`config.mk`:
```
export PLATFORM = sky130hd
export DESIGN_NAME = keynsham_bus_fabric
export DESIGN_NICKNAME = d
export VERILOG_FILES = /design/src/rtl/keynsham_bus_fabric.sv
export SDC_FILE = /design/constraint.sdc
export NUM_CORES = 1
export LEC_CHECK = 0
export CORE_AREA = 2 2 149 151
export DETAILED_ROUTE_END_ITERATION = 7
export DIE_AREA = 0 0 151 153
export MAX_ROUTING_LAYER = met4
export PLACE_DENSITY = 0.44
export SETUP_SLACK_MARGIN = 0.05
export SKIP_CTS_REPAIR_TIMING = 1
export SYNTH_ARGS = -nofsm -noshare
export SYNTH_HDL_FRONTEND = slang
export SYNTH_SLANG_ARGS = --single-unit
```
`constraint.sdc`:
```
create_clock -name clk -period 3.2 [get_ports clk]
set_input_delay 0.32 -clock clk [delete_from_list [all_inputs] [get_ports clk]]
set_output_delay 0.32 -clock clk [all_outputs]
set_load 0.01 [all_outputs]
```
`src/rtl/keynsham_bus_fabric.sv`:
```
// keynsham_bus_fabric: single-master data-bus interconnect.
// Decodes slave address windows, forwards the access to one slave, and returns that
// slave's ack/error/data. Unmapped accesses and silent slaves are answered by the
// fabric with a one-cycle bus error, and the first such error is captured for software.
module keynsham_bus_fabric #(
  parameter int unsigned NUM_SLAVES     = 8,
  parameter int unsigned ADDR_WIDTH     = 30,
  parameter int unsigned DATA_WIDTH     = 32,
  parameter logic [NUM_SLAVES*ADDR_WIDTH-1:0] SLAVE_BASES = '0,
  parameter logic [NUM_SLAVES*ADDR_WIDTH-1:0] SLAVE_MASKS = '0,
  parameter int unsigned TIMEOUT_CYCLES = 255,
  parameter int unsigned TIMEOUT_WIDTH  = 8
) (
  input  logic                            clk,
  input  logic                            rst,
  input  logic                            m_access,
  input  logic [ADDR_WIDTH-1:0]           m_addr,
  output logic [DATA_WIDTH-1:0]           m_data,
  output logic                            m_ack,
  output logic                            m_error,
  output logic [NUM_SLAVES-1:0]           s_cs,
  output logic [NUM_SLAVES-1:0]           s_access,
  input  logic [NUM_SLAVES*DATA_WIDTH-1:0] s_data,
  input  logic [NUM_SLAVES-1:0]           s_ack,
  input  logic [NUM_SLAVES-1:0]           s_error,
  output logic                            err_valid,
  output logic                            err_cause,
  output logic [ADDR_WIDTH-1:0]           err_addr,
  input  logic                            err_clear
);

  localparam int unsigned SEL_W = (NUM_SLAVES > 1) ? $clog2(NUM_SLAVES) : 1;
  localparam bit          TO_EN = (TIMEOUT_CYCLES != 0);
  // Last wait-cycle count value before the fabric gives up on the slave.
  localparam logic [TIMEOUT_WIDTH-1:0] TO_LIMIT =
    TO_EN ? TIMEOUT_WIDTH'(TIMEOUT_CYCLES - 1) : '0;

  typedef enum logic [1:0] {
    ST_IDLE = 2'd0,
    ST_WAIT = 2'd1,
    ST_ERR  = 2'd2
  } state_t;

  state_t                   r_state;
  logic [SEL_W-1:0]         r_sel;
  logic [TIMEOUT_WIDTH-1:0] r_cnt;
  logic                     r_err_valid;
  logic                     r_err_cause;
  logic [ADDR_WIDTH-1:0]    r_err_addr;

  logic [NUM_SLAVES-1:0]    w_cs;
  logic                     w_hit;
  logic [SEL_W-1:0]         w_idx;
  logic                     w_sel_ack;
  logic                     w_sel_err;
  logic [DATA_WIDTH-1:0]    w_sel_data;
  logic                     w_wait_ack;
  logic                     w_timeout;
  logic                     w_enter_err;
  logic                     w_enter_cause;

  // Address decode: first (lowest-index) enabled window that matches wins.
  always_comb begin
    w_cs  = '0;
    w_hit = 1'b0;
    w_idx = '0;
    for (int unsigned i = 0; i < NUM_SLAVES; i++) begin
      if (!w_hit &&
          (SLAVE_MASKS[i*ADDR_WIDTH +: ADDR_WIDTH] != '0) &&
          ((m_addr & SLAVE_MASKS[i*ADDR_WIDTH +: ADDR_WIDTH]) ==
           SLAVE_BASES[i*ADDR_WIDTH +: ADDR_WIDTH])) begin
        w_hit   = 1'b1;
        w_idx   = SEL_W'(i);
        w_cs[i] = 1'b1;
      end
    end
  end

  // Response path of the latched slave and the conditions that send the FSM to ERR.
  always_comb begin
    w_sel_ack     = s_ack[r_sel];
    w_sel_err     = s_error[r_sel];
    w_sel_data    = s_data[r_sel*DATA_WIDTH +: DATA_WIDTH];
    w_wait_ack    = (r_state == ST_WAIT) && w_sel_ack;
    w_timeout     = TO_EN && (r_state == ST_WAIT) && !w_sel_ack && (r_cnt == TO_LIMIT);
    w_enter_err   = ((r_state == ST_IDLE) && m_access && !w_hit) || w_timeout;
    w_enter_cause = w_timeout;
  end

  // Master/slave facing outputs; everything is forced quiet while reset is asserted.
  always_comb begin
    s_cs     = rst ? '0 : w_cs;
    s_access = (!rst && m_access && (r_state == ST_IDLE)) ? w_cs : '0;
    m_ack    = !rst && (w_wait_ack || (r_state == ST_ERR));
    m_error  = !rst && ((w_wait_ack && w_sel_err) || (r_state == ST_ERR));
    m_data   = (!rst && w_wait_ack) ? w_sel_data : '0;
  end

  assign err_valid = r_err_valid;
  assign err_cause = r_err_cause;
  assign err_addr  = r_err_addr;

  // Transaction FSM with wait counter and first-error capture.
  always_ff @(posedge clk) begin
    if (rst) begin
      r_state     <= ST_IDLE;
      r_sel       <= '0;
      r_cnt       <= '0;
      r_err_valid <= 1'b0;
      r_err_cause <= 1'b0;
      r_err_addr  <= '0;
    end else begin
      case (r_state)
        ST_IDLE: begin
          if (m_access) begin
            if (w_hit) begin
              r_sel   <= w_idx;
              r_cnt   <= '0;
              r_state <= ST_WAIT;
            end else begin
              r_state <= ST_ERR;
            end
          end
        end
        ST_WAIT: begin
          if (w_sel_ack) begin
            r_state <= ST_IDLE;
          end else if (w_timeout) begin
            r_state <= ST_ERR;
          end else begin
            r_cnt <= r_cnt + TIMEOUT_WIDTH'(1);
          end
        end
        ST_ERR:  r_state <= ST_IDLE;
        default: r_state <= ST_IDLE;
      endcase

      // A new error beats a coincident clear; otherwise the first capture is kept.
      if (w_enter_err && (!r_err_valid || err_clear)) begin
        r_err_valid <= 1'b1;
        r_err_cause <= w_enter_cause;
        r_err_addr  <= m_addr;
      end else if (err_clear) begin
        r_err_valid <= 1'b0;
      end
    end
  end

endmodule

```
# --- Yosys cells after proc, flatten, opt, wreduce, memory -nomap -nowiden ---
# Index checks and enable logic that the tools add are counted.
totals:
  elab_cells: 40
  out_inout_bits: 82
  inputBits: 306
  ff_bits: 42
op_classes:
  bitwise: 2
  mux: 7
  addsub: 1
  n_reduce_logical: 20
  eq_ne: 5
ops:
  columns: ["operator", "count"]
  rows:
  - ["32-bit 2-to-1 mux", 1]
  - ["1-bit logical AND", 9]
  - ["8-bit by 1-bit adder with 8-bit output (second input constant)", 1]
  - ["8-bit == test (second input constant)", 1]
  - ["2-bit 2-to-1 mux", 3]
  - ["1-bit logical OR", 4]
  - ["2-bit one-hot mux with 2 select lines", 1]
  - ["1-bit zero test", 3]
  - ["3-bit inequality test (second input constant)", 1]
  - ["3-bit AND reduction", 1]
  - ["2-bit by 1-bit == test with 1-bit output (second input constant)", 1]
  - ["2-bit == test (second input constant)", 1]
  - ["2-bit zero test", 1]
  - ["1-bit 2-to-1 mux", 2]
  - ["2-bit inequality test (second input constant)", 1]
  - ["1-bit NOT", 2]
  - ["2-bit AND reduction", 1]
  - ["2-bit nonzero test", 1]

# --- Longest topological paths before layout ---
logic_depth:
  word_depth: 6
  mapped_depth: 5
  depth_no_buf: 3

# --- Least setup slack after synthesis ---
# Ideal clock, no wire load.
synth_timing:
  path_kind: "input-to-output"
  startpoint: "in rst"
  endpoint: "out m_error"
  required_ns: 2.880
  arrival_time_ns: 1.017
  path_buffers: 3
  path_stages: 4
  path_slack_ns: 1.863
  cell_sequence: "buf_2 > clkbuf_1 > nor2b_1 > buf_4"
synth_between:
  elab_chain_len: 2
synth_lines:
  columns: ["item", "line_no", "source"]
  rows:
  - ["start, declared", "15", "input logic rst,"]
  - ["1-bit zero test", "95", "m_error = !rst && ((w_wait_ack && w_sel_err) || (r_state == ST_ERR));"]
  - ["1-bit logical AND", "95", null]
  - ["end, declared", "20", "output logic m_error,"]
# Every way passes these cells.

# --- Worst setup path after layout ---
layout_timing:
  startpoint: "in err_clear"
  endpoint: "reg r_err_addr[11] (netlist: err_addr[11])"
layout_between:
  elab_chain_len: 2
layout_lines:
  columns: ["item", "line_no", "source"]
  rows:
  - ["start, declared", "29", "input logic err_clear"]
  - ["1-bit logical OR", "139", "if (w_enter_err && (!r_err_valid || err_clear)) begin"]
  - ["1-bit logical AND", "139", null]
  - ["end signal, assigned", "142", "r_err_addr <= m_addr;"]
  - ["end, declared", "49", "logic [ADDR_WIDTH-1:0] r_err_addr;"]
# Every way passes these cells.
# A chain may end at the register's enable or synchronous reset.

==> flow_summary.html <==
<table>
<tr><th>Metric</th><th>Value</th></tr>
<tr><th colspan="2">CTS</th></tr>
<tr><td>Number of buffers inserted during clock tree synthesis</td><td>5</td></tr>
<tr><td>Clock tree from TritonCTS</td><td>yes</td></tr>
<tr><td>Clock insertion delay at the later pin of the skew report</td><td>290 ps</td></tr>
<tr><td>CTS clock-pin slew for the worst setup and hold paths</td><td>50 ps</td></tr>
<tr><td>Clock root buffer</td><td>sky130_fd_sc_hd__clkbuf_16</td></tr>
<tr><td>TritonCTS Sinks</td><td>32</td></tr>
<tr><td>Clock buffer depth</td><td>2</td></tr>
<tr><td>H-Tree Depth</td><td>2</td></tr>
<tr><th colspan="2">Detailed routing</th></tr>
<tr><td>Residual DRC count</td><td>0</td></tr>
<tr><td>Wirelength, routed</td><td>4470 um</td></tr>
<tr><td>Initial DRT Pass Iterations</td><td>4</td></tr>
<tr><td>Via count of the routed design</td><td>1282</td></tr>
<tr><td>Number of nets still failing antenna checks after routing</td><td>0</td></tr>
<tr><td>Routed wire length on met2</td><td>2200 um</td></tr>
<tr><td>Average vias per placed instance</td><td>2.40</td></tr>
<tr><td>Drt wl/cell</td><td>8.37 um</td></tr>
<tr><td>Detail Route met3 WL</td><td>417 um</td></tr>
<tr><td>Top metal layer carrying routed signals</td><td>met4</td></tr>
<tr><td>First-iteration detailed-routing DRC count</td><td>34</td></tr>
<tr><td>Routed length on met1</td><td>1760 um</td></tr>
<tr><th colspan="2">Setup path</th></tr>
<tr><td>Critical path's top delay family</td><td>buffers and inverters</td></tr>
<tr><td>Data arrival time of the critical path</td><td>1930 ps</td></tr>
<tr><td>CP max stage delay</td><td>450 ps</td></tr>
<tr><td>Setup crit end kind</td><td>register</td></tr>
<tr><td>Crit path buf inv count</td><td>2</td></tr>
<tr><td>Maximum fanout encountered on the critical timing path</td><td>23</td></tr>
<tr><td>Cell breakdown of the critical path</td><td>clkdlybuf4s50_1 -&gt; nand2b_4 -&gt; nor2b_4 -&gt; buf_4 -&gt; mux2i_1</td></tr>
<tr><td>Sort of element at the start of the critical path</td><td>input port</td></tr>
<tr><td>FF-to-FF setup slack</td><td>1630 ps</td></tr>
<tr><td>Path type of the worst setup path</td><td>in2reg</td></tr>
<tr><td>Crit-path slowest cell</td><td>sky130_fd_sc_hd__clkdlybuf4s50_1</td></tr>
<tr><td>Worst path required time</td><td>3410 ps</td></tr>
<tr><th colspan="2">Placement</th></tr>
<tr><td>Count of buffers inserted at the top-level ports</td><td>66</td></tr>
<tr><td>Half-perimeter wire length after placement</td><td>3240 um</td></tr>
<tr><td>Placer Congestion</td><td>0.619</td></tr>
<tr><td>Post-placement setup slack</td><td>1120 ps</td></tr>
<tr><th colspan="2">Yosys</th></tr>
<tr><td>Area share of the largest cell type after synthesis</td><td>0.346</td></tr>
<tr><td>Most used standard cell by instance count after synthesis</td><td>sky130_fd_sc_hd__nand2b_1</td></tr>
<tr><td>Commonest cells in the netlist</td><td>60 x sky130_fd_sc_hd__nand2b_1, 50 x sky130_fd_sc_hd__buf_4, 32 x sky130_fd_sc_hd__dfxtp_1</td></tr>
<tr><td>Leading post-synthesis cells by cell area</td><td>sky130_fd_sc_hd__dfxtp_1 35%, sky130_fd_sc_hd__buf_4 20%, sky130_fd_sc_hd__nand2b_1 20%, sky130_fd_sc_hd__mux2i_1 16%, sky130_fd_sc_hd__buf_12 3.2%</td></tr>
<tr><td>Seq/Total Area, Yosys</td><td>0.346</td></tr>
<tr><td>Netlist area before placement</td><td>1850 um2</td></tr>
<tr><td>Count of warnings emitted by yosys</td><td>0</td></tr>
<tr><td>Register bit count reported by yosys</td><td>32</td></tr>
<tr><td>Instance count of the mapped netlist</td><td>190</td></tr>
<tr><td>Number of synthesized flops with an enable pin</td><td>0</td></tr>
<tr><td>Biggest area consumer among synthesized cells</td><td>sky130_fd_sc_hd__dfxtp_1</td></tr>
<tr><td>Synthesized area per cell</td><td>9.74 um2</td></tr>
<tr><td>Post-synth ARST share</td><td>0</td></tr>
<tr><td>Number of different library cells in the post-synthesis netlist</td><td>14</td></tr>
<tr><td>Dominant synthesized flop cell</td><td>sky130_fd_sc_hd__dfxtp_1</td></tr>
<tr><th colspan="2">Timing</th></tr>
<tr><td>Final worst-path cycle share</td><td>0.538</td></tr>
<tr><td>Unrepaired setup endpoints after global routing</td><td>no</td></tr>
<tr><td>Final hold violation count</td><td>0</td></tr>
<tr><td>Post-Route Skew</td><td>5.00 ps</td></tr>
<tr><td>Number of pins exceeding their max-slew limit in the final report</td><td>0</td></tr>
<tr><td>Setup-failing EPs final</td><td>0</td></tr>
<tr><td>Min setup slack post-route</td><td>1480 ps</td></tr>
<tr><td>Fmax</td><td>581 MHz</td></tr>
<tr><td>Setup Total Neg Slack</td><td>0 ps</td></tr>
<tr><td>Time the worst path needs with I/O delays and setup</td><td>1720 ps</td></tr>
<tr><th colspan="2">Job</th></tr>
<tr><td>Max-cap violation count</td><td>0</td></tr>
<tr><th colspan="2">Final layout</th></tr>
<tr><td>Final-stage net count</td><td>558</td></tr>
<tr><td>Share of layout cells above drive strength 1</td><td>0.0474</td></tr>
<tr><td>Layout Utilization</td><td>0.127</td></tr>
<tr><td>Layout area overhead</td><td>47.3%</td></tr>
<tr><th colspan="2">Floorplan</th></tr>
<tr><td>Initial standard-cell utilization of the core</td><td>0.0861</td></tr>
<tr><td>Die Y-Extent</td><td>153 um</td></tr>
<tr><td>Area of the core</td><td>21500 um2</td></tr>
<tr><td>I/O pin count</td><td>388</td></tr>
<tr><td>Count of standard-cell rows</td><td>54</td></tr>
<tr><td>Die outline area</td><td>23100 um2</td></tr>
<tr><td>Die outline width</td><td>151 um</td></tr>
<tr><th colspan="2">Outcome</th></tr>
<tr><td>Outcome</td><td>finished, final reports clean</td></tr>
<tr><th colspan="2">Global route</th></tr>
<tr><td>Total global routing overflow</td><td>0</td></tr>
<tr><td>Via count of the first global-routing pass</td><td>1244</td></tr>
<tr><td>Global-route wire length before repair</td><td>6590 um</td></tr>
<tr><td>Pin count of the biggest net entering global routing</td><td>63</td></tr>
<tr><td>Initial antenna violation count</td><td>1</td></tr>
<tr><td>Overall Global Routing Usage</td><td>0.0403</td></tr>
<tr><th colspan="2">Pwr</th></tr>
<tr><td>Leak</td><td>1.03 nW</td></tr>
<tr><td>Worst vdd rail ir drop</td><td>146 uV</td></tr>
<tr><td>Total power per unit cell area</td><td>429 nW/um2</td></tr>
<tr><th colspan="2">Worst hold path</th></tr>
<tr><td>Path category of the worst min-delay check</td><td>reg2reg</td></tr>
</table>
[where the power goes]
part,leakage [nW],total [mW],internal (mW),switching [mW]
Clock,0.0712,0.509,0.311,0.198
Sequential,0.263,0.441,0.426,0.0143
Combinational,0.699,0.220,0.122,0.0988
Total,1.03,1.17,0.859,0.311
[final timing paths]
path,from,to,depth (start not counted)
max,err_clear,err_addr[11]$_SDFFE_PP0P_,5
min,err_addr[14]$_SDFFE_PP0P_,err_addr[14]$_SDFFE_PP0P_,2
max reg2reg,r_state[1]$_SDFFE_PP0P_,err_addr[11]$_SDFFE_PP0P_,4
min reg2reg,err_addr[14]$_SDFFE_PP0P_,err_addr[14]$_SDFFE_PP0P_,2
[registers in the layout (all words and copies together), names as in the netlist]
name / flops
err_valid: 1
r_state: 1
err_addr: 30
[final cells by class]
class	instances	area, um2
Clock buffer	8	146
Multi-Input combinational cell	145	916
Antenna cell	1	2.50
Sequential cell	32	641
Tap cell	280	350
Fill cell	2480	18800
Timing Repair Buffer	68	671
[cells in the final DEF, fill, tap and decap left out]
master                            instances
sky130_fd_sc_hd__a21oi_1                  1
sky130_fd_sc_hd__dfxtp_1                 32
sky130_fd_sc_hd__clkdlybuf4s50_1         65
sky130_fd_sc_hd__buf_4                    2
sky130_fd_sc_hd__nor2b_4                  1
sky130_fd_sc_hd__clkbuf_1                 2
sky130_fd_sc_hd__mux2i_1                 30
sky130_fd_sc_hd__clkbuf_8                 1
sky130_fd_sc_hd__nor2b_1                  1
sky130_fd_sc_hd__nand2b_4                 2
sky130_fd_sc_hd__nand2b_1                60
sky130_fd_sc_hd__buf_2                    1
sky130_fd_sc_hd__clkbuf_16                5
sky130_fd_sc_hd__diode_2                  1
sky130_fd_sc_hd__conb_1                  49
sky130_fd_sc_hd__nor2_1                   1
[layer usage]
metal,vias up,GRT usage
li1,623,-
met1,592,0.0415
met2,59,0.0621
met3,8,0.0212
met4,0,0.0214
met5,-,-
[cells by family (layout without fill, tap and decap cells)]
family	Yosys count	after routing	synth area share
flops	32	32	0.346
compound gates	1	1	0.00270
buf+inv	61	76	0.256
other cells	1	50	0.00203
simple gates	65	65	0.231
mux	30	30	0.162
[stage by stage]
stage / total power, mW / instances / instance area [um2] / hold slack, ps
after floorplan: 0.618 / 238 / 2030 / 468
after global placement: 0.670 / 525 / 2580 / 460
after detailed placement: 0.673 / 525 / 2580 / 462
after CTS: 1.22 / 533 / 2720 / 473
after global routing: 1.25 / 534 / 2730 / 491
final: 1.17 / 534 / 2730 / 470
[worst reg2reg max path, delay by kind of cell (launching register included)]
family                 cells  cell delay (ps)
and+or+nand+nor            2              450
buffers and inverters      1              440
muxes                      1              290
DFF                        1              310
(Power assumes the default switching activity.)
